[config.mk]
export PLATFORM = sky130hd
export DESIGN_NAME = alu_issue_unit_flat
export DESIGN_NICKNAME = d
export VERILOG_FILES = /design/src/rtl/alu_issue_if.sv /design/src/rtl/alu_issue_unit.sv /design/src/flat_wrapper.sv
export SDC_FILE = /design/constraint.sdc
export NUM_CORES = 1
export LEC_CHECK = 0
export ABC_CLOCK_PERIOD_IN_PS = 4200
export CELL_PAD_IN_SITES_DETAIL_PLACEMENT = 0
export CELL_PAD_IN_SITES_GLOBAL_PLACEMENT = 1
export CORE_MARGIN = 2
export CORE_UTILIZATION = 47
export CTS_BUF_LIST = sky130_fd_sc_hd__clkbuf_2
export DETAILED_ROUTE_END_ITERATION = 6
export PLACE_DENSITY_LB_ADDON = 0.1
export SLEW_MARGIN = 30
export SYNTH_ARGS = -nofsm -noshare
export SYNTH_HDL_FRONTEND = slang
export SYNTH_SLANG_ARGS = --single-unit
[constraint.sdc]
create_clock -name clk -period 4.2 [get_ports clk]
set_input_delay 0.84 -clock clk [delete_from_list [all_inputs] [get_ports clk]]
set_output_delay 0.84 -clock clk [all_outputs]
set_load 0.005 [all_outputs]
[src/rtl/alu_issue_if.sv]
// Request/response channel between a sequencing master and the ALU issue unit.
interface alu_issue_if #(
  parameter int unsigned TAG_W = 4
) ();
  logic             req_valid;
  logic             req_ready;
  logic [2:0]       req_op;
  logic [2:0]       req_cmp;
  logic [31:0]      req_a;
  logic [31:0]      req_b;
  logic [TAG_W-1:0] req_tag;

  logic             rsp_valid;
  logic             rsp_ready;
  logic [31:0]      rsp_result;
  logic             rsp_zero;
  logic             rsp_cout;
  logic             rsp_overflow;
  logic             rsp_err;
  logic [TAG_W-1:0] rsp_tag;

  modport master (
    output req_valid, req_op, req_cmp, req_a, req_b, req_tag, rsp_ready,
    input  req_ready, rsp_valid, rsp_result, rsp_zero, rsp_cout, rsp_overflow, rsp_err, rsp_tag
  );

  modport slave (
    input  req_valid, req_op, req_cmp, req_a, req_b, req_tag, rsp_ready,
    output req_ready, rsp_valid, rsp_result, rsp_zero, rsp_cout, rsp_overflow, rsp_err, rsp_tag
  );
endinterface

[src/rtl/alu_issue_unit.sv]
// Queues ALU requests, drives the ALU for a settle window, then returns the
// captured result and flags on a valid/ready response port.
module alu_issue_unit #(
  parameter int unsigned DEPTH  = 4,
  parameter int unsigned TAG_W  = 4,
  parameter int unsigned SETTLE = 1
) (
  input  logic        clk,
  input  logic        rst_n,
  alu_issue_if.slave  bus,
  output logic        alu_rst_n,
  output logic [31:0] alu_src1,
  output logic [31:0] alu_src2,
  output logic [3:0]  alu_ctrl,
  output logic [2:0]  alu_bonus,
  input  logic [31:0] alu_result,
  input  logic        alu_zero,
  input  logic        alu_cout,
  input  logic        alu_overflow,
  output logic        busy,
  output logic [15:0] done_count
);
  localparam int unsigned PtrW = (DEPTH > 1) ? $clog2(DEPTH) : 1;
  localparam int unsigned CntW = PtrW + 1;
  localparam int unsigned SetW = (SETTLE > 1) ? $clog2(SETTLE) : 1;
  localparam logic [SetW-1:0] SettleLast = SetW'(SETTLE - 1);
  localparam logic [2:0] OpIllegal = 3'd7;

  typedef enum logic [1:0] {StIdle, StDrive, StResp} state_e;

  state_e           state_q;
  logic [2:0]       op_mem  [DEPTH];
  logic [2:0]       cmp_mem [DEPTH];
  logic [31:0]      a_mem   [DEPTH];
  logic [31:0]      b_mem   [DEPTH];
  logic [TAG_W-1:0] tag_mem [DEPTH];
  logic [PtrW-1:0]  wr_ptr_q, rd_ptr_q;
  logic [CntW-1:0]  count_q;
  logic [SetW-1:0]  settle_q;
  logic [TAG_W-1:0] tag_q;
  logic             rsp_valid_q, rsp_zero_q, rsp_cout_q, rsp_overflow_q, rsp_err_q;
  logic [31:0]      rsp_result_q;
  logic [TAG_W-1:0] rsp_tag_q;
  logic [15:0]      done_count_q;

  logic             push, pop, rsp_fire;
  logic [2:0]       head_op;
  logic [3:0]       head_ctrl;

  assign bus.req_ready    = (count_q < CntW'(DEPTH)) && rst_n;
  assign bus.rsp_valid    = rsp_valid_q;
  assign bus.rsp_result   = rsp_result_q;
  assign bus.rsp_zero     = rsp_zero_q;
  assign bus.rsp_cout     = rsp_cout_q;
  assign bus.rsp_overflow = rsp_overflow_q;
  assign bus.rsp_err      = rsp_err_q;
  assign bus.rsp_tag      = rsp_tag_q;
  assign done_count       = done_count_q;
  assign busy             = (state_q != StIdle) || (count_q != '0);

  assign push     = bus.req_valid && bus.req_ready;
  assign rsp_fire = (state_q == StResp) && rsp_valid_q && bus.rsp_ready;
  // Pops use the registered count, so a same-edge push to an empty FIFO waits.
  assign pop      = (count_q != '0) && ((state_q == StIdle) || rsp_fire);
  assign head_op  = op_mem[rd_ptr_q];

  always_comb begin
    head_ctrl = 4'b0000;
    case (head_op)
      3'd0:    head_ctrl = 4'b0000;
      3'd1:    head_ctrl = 4'b0001;
      3'd2:    head_ctrl = 4'b0010;
      3'd3:    head_ctrl = 4'b0110;
      3'd4:    head_ctrl = 4'b1100;
      3'd5:    head_ctrl = 4'b1101;
      3'd6:    head_ctrl = 4'b0111;
      default: head_ctrl = 4'b0000;
    endcase
  end

  always_ff @(posedge clk) begin
    if (!rst_n) begin
      state_q        <= StIdle;
      wr_ptr_q       <= '0;
      rd_ptr_q       <= '0;
      count_q        <= '0;
      settle_q       <= '0;
      tag_q          <= '0;
      alu_rst_n      <= 1'b0;
      alu_src1       <= '0;
      alu_src2       <= '0;
      alu_ctrl       <= '0;
      alu_bonus      <= '0;
      rsp_valid_q    <= 1'b0;
      rsp_result_q   <= '0;
      rsp_zero_q     <= 1'b0;
      rsp_cout_q     <= 1'b0;
      rsp_overflow_q <= 1'b0;
      rsp_err_q      <= 1'b0;
      rsp_tag_q      <= '0;
      done_count_q   <= '0;
    end else begin
      alu_rst_n <= 1'b1;
      if (push) begin
        op_mem[wr_ptr_q]  <= bus.req_op;
        cmp_mem[wr_ptr_q] <= bus.req_cmp;
        a_mem[wr_ptr_q]   <= bus.req_a;
        b_mem[wr_ptr_q]   <= bus.req_b;
        tag_mem[wr_ptr_q] <= bus.req_tag;
        wr_ptr_q          <= wr_ptr_q + 1'b1;
      end
      if (pop) rd_ptr_q <= rd_ptr_q + 1'b1;
      if (push && !pop) count_q <= count_q + 1'b1;
      else if (pop && !push) count_q <= count_q - 1'b1;
      if (rsp_fire) done_count_q <= done_count_q + 16'd1;

      if (pop) begin
        if (head_op == OpIllegal) begin
          // Illegal ops never reach the ALU; the response is synthesised here.
          rsp_result_q   <= '0;
          rsp_zero_q     <= 1'b0;
          rsp_cout_q     <= 1'b0;
          rsp_overflow_q <= 1'b0;
          rsp_err_q      <= 1'b1;
          rsp_tag_q      <= tag_mem[rd_ptr_q];
          rsp_valid_q    <= 1'b1;
          state_q        <= StResp;
        end else begin
          alu_src1    <= a_mem[rd_ptr_q];
          alu_src2    <= b_mem[rd_ptr_q];
          alu_ctrl    <= head_ctrl;
          alu_bonus   <= cmp_mem[rd_ptr_q];
          tag_q       <= tag_mem[rd_ptr_q];
          settle_q    <= '0;
          rsp_valid_q <= 1'b0;
          state_q     <= StDrive;
        end
      end else begin
        case (state_q)
          StDrive: begin
            if (settle_q == SettleLast) begin
              rsp_result_q   <= alu_result;
              rsp_zero_q     <= alu_zero;
              rsp_cout_q     <= alu_cout;
              rsp_overflow_q <= alu_overflow;
              rsp_err_q      <= 1'b0;
              rsp_tag_q      <= tag_q;
              rsp_valid_q    <= 1'b1;
              state_q        <= StResp;
            end else begin
              settle_q <= settle_q + 1'b1;
            end
          end
          StResp: begin
            if (rsp_fire) begin
              rsp_valid_q <= 1'b0;
              state_q     <= StIdle;
            end
          end
          default: ;
        endcase
      end
    end
  end
endmodule

[src/flat_wrapper.sv]
// flat-port wrapper written by rule: the top's interface ports become plain ports
module alu_issue_unit_flat 
#(
  parameter int unsigned DEPTH  = 4,
  parameter int unsigned TAG_W  = 4,
  parameter int unsigned SETTLE = 1
)
  (clk, rst_n, alu_rst_n, alu_src1, alu_src2, alu_ctrl, alu_bonus, alu_result, alu_zero, alu_cout, alu_overflow, busy, done_count, bus_req_valid, bus_req_op, bus_req_cmp, bus_req_a, bus_req_b, bus_req_tag, bus_rsp_ready, bus_req_ready, bus_rsp_valid, bus_rsp_result, bus_rsp_zero, bus_rsp_cout, bus_rsp_overflow, bus_rsp_err, bus_rsp_tag);
  alu_issue_if #(.TAG_W(TAG_W)) bus_i ();
  input  logic clk;
  input  logic rst_n;
  output logic alu_rst_n;
  output logic [31:0] alu_src1;
  output logic [31:0] alu_src2;
  output logic [3:0] alu_ctrl;
  output logic [2:0] alu_bonus;
  input  logic [31:0] alu_result;
  input  logic alu_zero;
  input  logic alu_cout;
  input  logic alu_overflow;
  output logic busy;
  output logic [15:0] done_count;
  input wire logic [$bits(bus_i.req_valid)-1:0] bus_req_valid;
  input wire logic [$bits(bus_i.req_op)-1:0] bus_req_op;
  input wire logic [$bits(bus_i.req_cmp)-1:0] bus_req_cmp;
  input wire logic [$bits(bus_i.req_a)-1:0] bus_req_a;
  input wire logic [$bits(bus_i.req_b)-1:0] bus_req_b;
  input wire logic [$bits(bus_i.req_tag)-1:0] bus_req_tag;
  input wire logic [$bits(bus_i.rsp_ready)-1:0] bus_rsp_ready;
  output wire logic [$bits(bus_i.req_ready)-1:0] bus_req_ready;
  output wire logic [$bits(bus_i.rsp_valid)-1:0] bus_rsp_valid;
  output wire logic [$bits(bus_i.rsp_result)-1:0] bus_rsp_result;
  output wire logic [$bits(bus_i.rsp_zero)-1:0] bus_rsp_zero;
  output wire logic [$bits(bus_i.rsp_cout)-1:0] bus_rsp_cout;
  output wire logic [$bits(bus_i.rsp_overflow)-1:0] bus_rsp_overflow;
  output wire logic [$bits(bus_i.rsp_err)-1:0] bus_rsp_err;
  output wire logic [$bits(bus_i.rsp_tag)-1:0] bus_rsp_tag;
  assign bus_i.req_valid = bus_req_valid;
  assign bus_i.req_op = bus_req_op;
  assign bus_i.req_cmp = bus_req_cmp;
  assign bus_i.req_a = bus_req_a;
  assign bus_i.req_b = bus_req_b;
  assign bus_i.req_tag = bus_req_tag;
  assign bus_i.rsp_ready = bus_rsp_ready;
  assign bus_req_ready = bus_i.req_ready;
  assign bus_rsp_valid = bus_i.rsp_valid;
  assign bus_rsp_result = bus_i.rsp_result;
  assign bus_rsp_zero = bus_i.rsp_zero;
  assign bus_rsp_cout = bus_i.rsp_cout;
  assign bus_rsp_overflow = bus_i.rsp_overflow;
  assign bus_rsp_err = bus_i.rsp_err;
  assign bus_rsp_tag = bus_i.rsp_tag;
  alu_issue_unit #(.DEPTH(DEPTH), .TAG_W(TAG_W), .SETTLE(SETTLE)) u_core (.clk(clk), .rst_n(rst_n), .bus(bus_i), .alu_rst_n(alu_rst_n), .alu_src1(alu_src1), .alu_src2(alu_src2), .alu_ctrl(alu_ctrl), .alu_bonus(alu_bonus), .alu_result(alu_result), .alu_zero(alu_zero), .alu_cout(alu_cout), .alu_overflow(alu_overflow), .busy(busy), .done_count(done_count));
endmodule
# Word-level counts from Yosys, hierarchy flattened
# Memories as Yosys holds them, arrays and structs flattened. A register that Yosys moved wholly into a read port is not among the register bits.
# Cells that the tools add are included.
dict set report word_totals {
  ram_bits 296
  mem_count 5
  reg_bits 76
}
dict set report op_classes {
  addsub 6
  mux 47
  reduce_logical 24
  bitwise_logic 1
  eq_ne 14
  n_lt_le_gt_ge 1
}
# name words word_bits rd rd_clocked_by_memory_dff wr line
set mem_list {}
lappend mem_list {u_core.a_mem 4 32 1 1 1 alu_issue_unit.sv:34} ;# logic [31:0] a_mem [DEPTH];
lappend mem_list {u_core.b_mem 4 32 1 1 1 alu_issue_unit.sv:35} ;# logic [31:0] b_mem [DEPTH];
lappend mem_list {u_core.tag_mem 4 4 1 1 1 alu_issue_unit.sv:36} ;# logic [TAG_W-1:0] tag_mem [DEPTH];
lappend mem_list {u_core.cmp_mem 4 3 1 1 1 alu_issue_unit.sv:33} ;# logic [2:0] cmp_mem [DEPTH];
lappend mem_list {u_core.op_mem 4 3 1 1 1 alu_issue_unit.sv:32} ;# logic [2:0] op_mem [DEPTH];
# cell n
set ops {}
lappend ops {{$mux 32} 4}
lappend ops {{$mux 1} 26}
lappend ops {{$pmux 4 s6} 1}
lappend ops {{$add 16x1->16 const B} 1}
lappend ops {{$mux 2} 8}
lappend ops {{$mux 4} 4}
lappend ops {{$eq 3x3->1 const B} 4}
lappend ops {{$logic_and 1x1->1} 7}
lappend ops {{$eq 3x2->1 const B} 2}
lappend ops {{$mux 3} 2}
lappend ops {{$ne 2x2->1 const B} 3}
lappend ops {{$reduce_and 3->1} 2}
lappend ops {{$reduce_bool 2->1} 3}
lappend ops {{$reduce_bool 3->1} 2}
lappend ops {{$logic_not 1->1} 5}
lappend ops {{$add 2x1->2 const B} 2}
lappend ops {{$pmux 2 s2} 1}
lappend ops {{$reduce_and 2->1} 2}
lappend ops {{$add 3x1->3 const B} 1}
lappend ops {{$eq 3x1->1 const B} 1}
lappend ops {{$lt 3x3->1 const B} 1}
lappend ops {{$ne 3x1->1 const B} 1}
lappend ops {{$ne 3x3->1 const B} 1}
lappend ops {{$sub 3x1->3 const B} 1}
lappend ops {{other kinds (7)} 8}

# Longest topological paths before layout
dict set report depth {
  depth_word 8
  mapped_depth 13
  mapped_depth_nobuf 11
}

# Worst setup path before layout
# No wires, ideal clock.
dict set report synth_path {
  path_kind {input -> register}
  startpoint {input rst_n}
  endpoint {memory u_core.a_mem[0][0] (enable)}
  setup_slack_ns 0.574
  setup_time_ns 0.441
  cell_stages 3
  arrival_ns 3.186
  path_cell_list {clkbuf_1 > nor2b_1 > and3_1}
}
dict set report synth_via {
  elab_chain_len 5
}
# item line
set synth_rtl {}
lappend synth_rtl {{start, declared} flat_wrapper.sv:11} ;# input logic rst_n;
lappend synth_rtl {{$logic_and 1x1->1} alu_issue_unit.sv:50} ;# assign bus.req_ready = (count_q < CntW'(DEPTH)) && rst_n;
lappend synth_rtl {{net bus_req_ready} flat_wrapper.sv:30} ;# output wire logic [$bits(bus_i.req_ready)-1:0] bus_req_ready;
lappend synth_rtl {{$logic_and 1x1->1} alu_issue_unit.sv:61} ;# assign push = bus.req_valid && bus.req_ready;
lappend synth_rtl {{$mux 1} alu_issue_unit.sv:104} ;# if (push) begin
lappend synth_rtl {{$mux 1} alu_issue_unit.sv:82} ;# if (!rst_n) begin
lappend synth_rtl {{$mux 1 (implied by the code)} alu_issue_unit.sv:107} ;# a_mem[wr_ptr_q] <= bus.req_a;
lappend synth_rtl {{end, declared} alu_issue_unit.sv:34}
# The timed path passes the listed nets, and every way through them passes these cells.

# Worst setup path after layout
dict set report layout_path {
  startpoint {register u_core.count_q[2]}
  endpoint {output bus_req_ready}
}
dict set report layout_via {
  elab_chain_len 2
}
# item line
set layout_rtl {}
lappend layout_rtl {{start, declared} alu_issue_unit.sv:38} ;# logic [CntW-1:0] count_q;
lappend layout_rtl {{start signal, assigned} alu_issue_unit.sv:113} ;# if (push && !pop) count_q <= count_q + 1'b1;
lappend layout_rtl {{start signal, assigned} alu_issue_unit.sv:114} ;# else if (pop && !push) count_q <= count_q - 1'b1;
lappend layout_rtl {{$lt 3x3->1} alu_issue_unit.sv:50}
lappend layout_rtl {{$logic_and 1x1->1} alu_issue_unit.sv:50}
lappend layout_rtl {{end, declared} flat_wrapper.sv:30}
# No other way between the ends.

==> impl_metrics.csv <==
group,metric,value,unit
finish,multi_input_area,4050,um^2
synthesis,yosys.cell_types.count,39,
synthesis,synthArstFlopShare,0,%
sta,min_period,3370,ps
drt,post_drt_wl_per_cell,19.9,um
floorplan,die_area,35800,um^2
sta,grt_setup_unrepaired,"no",
synthesis,ys_seq_area_share,72.8,%
sta,timing.setup.tns,0,ps
floorplan,chipHeight,189,um
synthesis,synth_edf_count,296,
sta,period_share,80.1,%
placed_design,place_congestion,0.769,
sta,skew,72.7,ps
critical_path,end_kind,"output port",
placed_design,io_buffers,243,
clock_network,cts_tree,"yes",
floorplan,core,33700,um^2
global_route,track_usage,20.5,%
power_and_ir_drop,power_density,570,nW/um^2
sta,final_max_slew_viol_count,0,
clock_network,clockBufferDepth,3,
synthesis,syn_area_per_cell,16.2,um^2
sta,worst_pin_slew,914,ps
sta,max_freq,297,MHz
drt,ant_nets,0,
global_route,antenna_found_initial,7,
finish,fillers,2715,
placed_design,pre_cts_ws,730,ps
run_status,status,"completed",
drt,drt_iter0_drc,579,
clock_network,insertion_delay,980,ps
power_and_ir_drop,ir_drop,0.446,mV
sta,finalSetupViolCount,0,
critical_path,start_kind,"flip-flop",
synthesis,ys_ff_latch,439,
hold_path,worstHoldPathType,"reg2reg",
global_route,grt_max_degree,74,
global_route,grt_pass1_vias,10100,
clock_network,post-cts-setup-buffers,0,
finish,seq_area,11800,um^2
run,drv_cap,0,
finish,syn2layout_area_growth,24.6,%
floorplan,pin_count,244,
synthesis,synth_cells,996,
sta,hold_violations,0,
drt,routed_wl,36500,um
placed_design,place_area,19100,um^2
critical_path,criticalPathCategory,"reg2out",
clock_network,cts.sinks,439,
drt,vias_per_cell,5.32,
global_route,grt_pass1_wl,56000,um
drt,drt_pass1_iterations,4,
drt,num_vias,9759,
synthesis,syn_area,16100,um^2
clock_network,hold_buffers,0,
finish,drive_above_1_share,20.4,%
global_route,gr-total-overflow,0,
clock_network,numCtsBuffers,106,
drt,drc,0,
clock_network,cts-root-buf,"clkbuf_2",
floorplan,start_util,47.9,%
placed_design,dp_hpwl,21300,um
floorplan,dieWidth,189,um
finish,nets,1415,
critical_path,arrival,2530,ps
synthesis,syn_nets,1119,
synthesis,ys.flop_type,"edfxtp_1",
power_and_ir_drop,p_leak,0.00674,uW
synthesis,yosysWarnings,0,
sta,max_slew_margin,39.1,%
finish,design_area,20100,um^2
sta,layout_setup_ws,834,ps
critical_path,crit_fanout,6,
floorplan,rows,67,
clock_network,cts.clk_slew.worst_paths,100,ps
clock_network,cts-resized-gates,0,
clock_network,cts_max_level,3,
critical_path,crit_required,3360,ps
-- state kept, by name (all words and copies together), names as in the netlist, 3 cells and up, named ones only --
signal,cells
u_core.bus.rsp_result,32
u_core.b_mem,128
u_core.count_q,3
u_core.bus.rsp_tag,4
u_core.alu_src1,32
u_core.tag_mem,16
u_core.cmp_mem,12
u_core.alu_bonus,3
u_core.op_mem,12
u_core.a_mem,128
u_core.done_count,16
u_core.alu_ctrl,4
u_core.tag_q,4
u_core.alu_src2,32
-- cell usage after synthesis (all sizes together), types with 9 or more instances --
| library cell | number | area (um^2) |
|---|---|---|
| a22o | 35 | 307 |
| dfxtp | 143 | 2860 |
| xnor2 | 9 | 78.8 |
| and3 | 9 | 61.3 |
| edfxtp | 296 | 8890 |
| nor2 | 19 | 71.3 |
| inv | 17 | 63.8 |
| nand3 | 74 | 370 |
| mux4 | 74 | 1670 |
| nand2 | 16 | 60.1 |
| clkbuf | 59 | 221 |
| ha | 9 | 113 |
| o21ai | 75 | 375 |
| o31ai | 9 | 67.6 |
| buf | 15 | 98.8 |
| a21oi | 83 | 415 |
-- layout make-up --
type / instances / area share [%]
Sequential cell: 439 / 58.5
Multi-Input combinational cell: 466 / 20.1
Timing Repair Buffer: 262 / 13.4
Clock buffer: 167 / 4.16
Tap cell: 448 / 2.79
Clock inverter: 34 / 0.691
Inverter: 17 / 0.330
Antenna cell: 3 / 0.0373
-- power breakdown --
part,switching [uW],total (uW),internal [uW]
logic,1570,3210,1640
clock network,1640,2700,1060
registers,364,5560,5190
-- critical path, stage by stage, from the launching register on --
cell,delay (ps)
dfxtp_1,390
nor2b_1,520
clkdlybuf4s50_1,660
-- per-stage QoR --
step	total power (uW)	hold WS (ps)	cells	util [%]
after global placement	8890	451	1631	56.7
after detailed placement	8930	459	1632	56.8
after global routing	12200	347	1835	59.7
after floorplan	7360	448	996	-
after CTS	11700	335	1833	59.6
final	11500	470	1836	59.7
-- cell families after synthesis --
logic type,Yosys count,share of synthesized area (%)
AND/OR/NAND/NOR,150,4.73
AO/OA/AOI/OAI,211,7.75
buffers and inverters,91,2.38
flip-flops,439,72.8
XOR/XNOR,14,0.760
multiplexers,81,10.8
adder cells (fa/ha/maj),10,0.822
-- routing by layer --
layer,routed length (um),GRT usage [%],up-vias
li1,-,-,4567
met1,15100,24.7,4802
met2,18200,34.7,328
met3,2650,6.52,56
met4,618,7.75,6
met5,36,0,-
-- path summary, 6_finish.rpt --
path,start,to,slack (ps),depth (start not counted)
worst min-delay path,u_core.bus.rsp_tag[0],u_core.bus.rsp_tag[0],470,2
worst min register to register,u_core.bus.rsp_tag[0],u_core.bus.rsp_tag[0],470,2
worst max-delay path,u_core.count_q[2],bus_req_ready,830,2
worst max register to register,flip-flop,u_core.bus.rsp_result[18],1400,5
-- cells in the final DEF, fill, tap and decap left out, types with 2 or more instances in the layout --
cell type        Yosys  final
o21ai_0             75     75
clkinv_1             0     27
o221a_2              2      2
clkinvlp_4           0      2
mux2i_1              7      7
or4_1                4      4
and2_1               3      2
dfxtp_4              0      2
or3_1                6      6
a22o_1              35     35
xor2_1               5      5
xnor2_1              9      9
clkdlybuf4s50_1      0    243
ha_1                 9      9
clkbuf_2             0    167
o21a_1               2      2
edfxtp_1           296    296
dfxtp_1            143    141
and3_1               8      4
nand4_1              7      7
nor2b_1              2      2
and3_4               1      5
mux4_2              74     74
buf_4                0     10
nor3_1               5      4
buf_12               0      8
o31ai_1              9      9
diode_2              0      3
nand3_1             74     73
nor4_1               3      3
clkinv_2             0      3
a21oi_1             83     83
inv_1               15     15
nand2_1             16     16
inv_2                2      3
nor2_1              19     19
No activity file was read; power rests on OpenSTA's default activity.
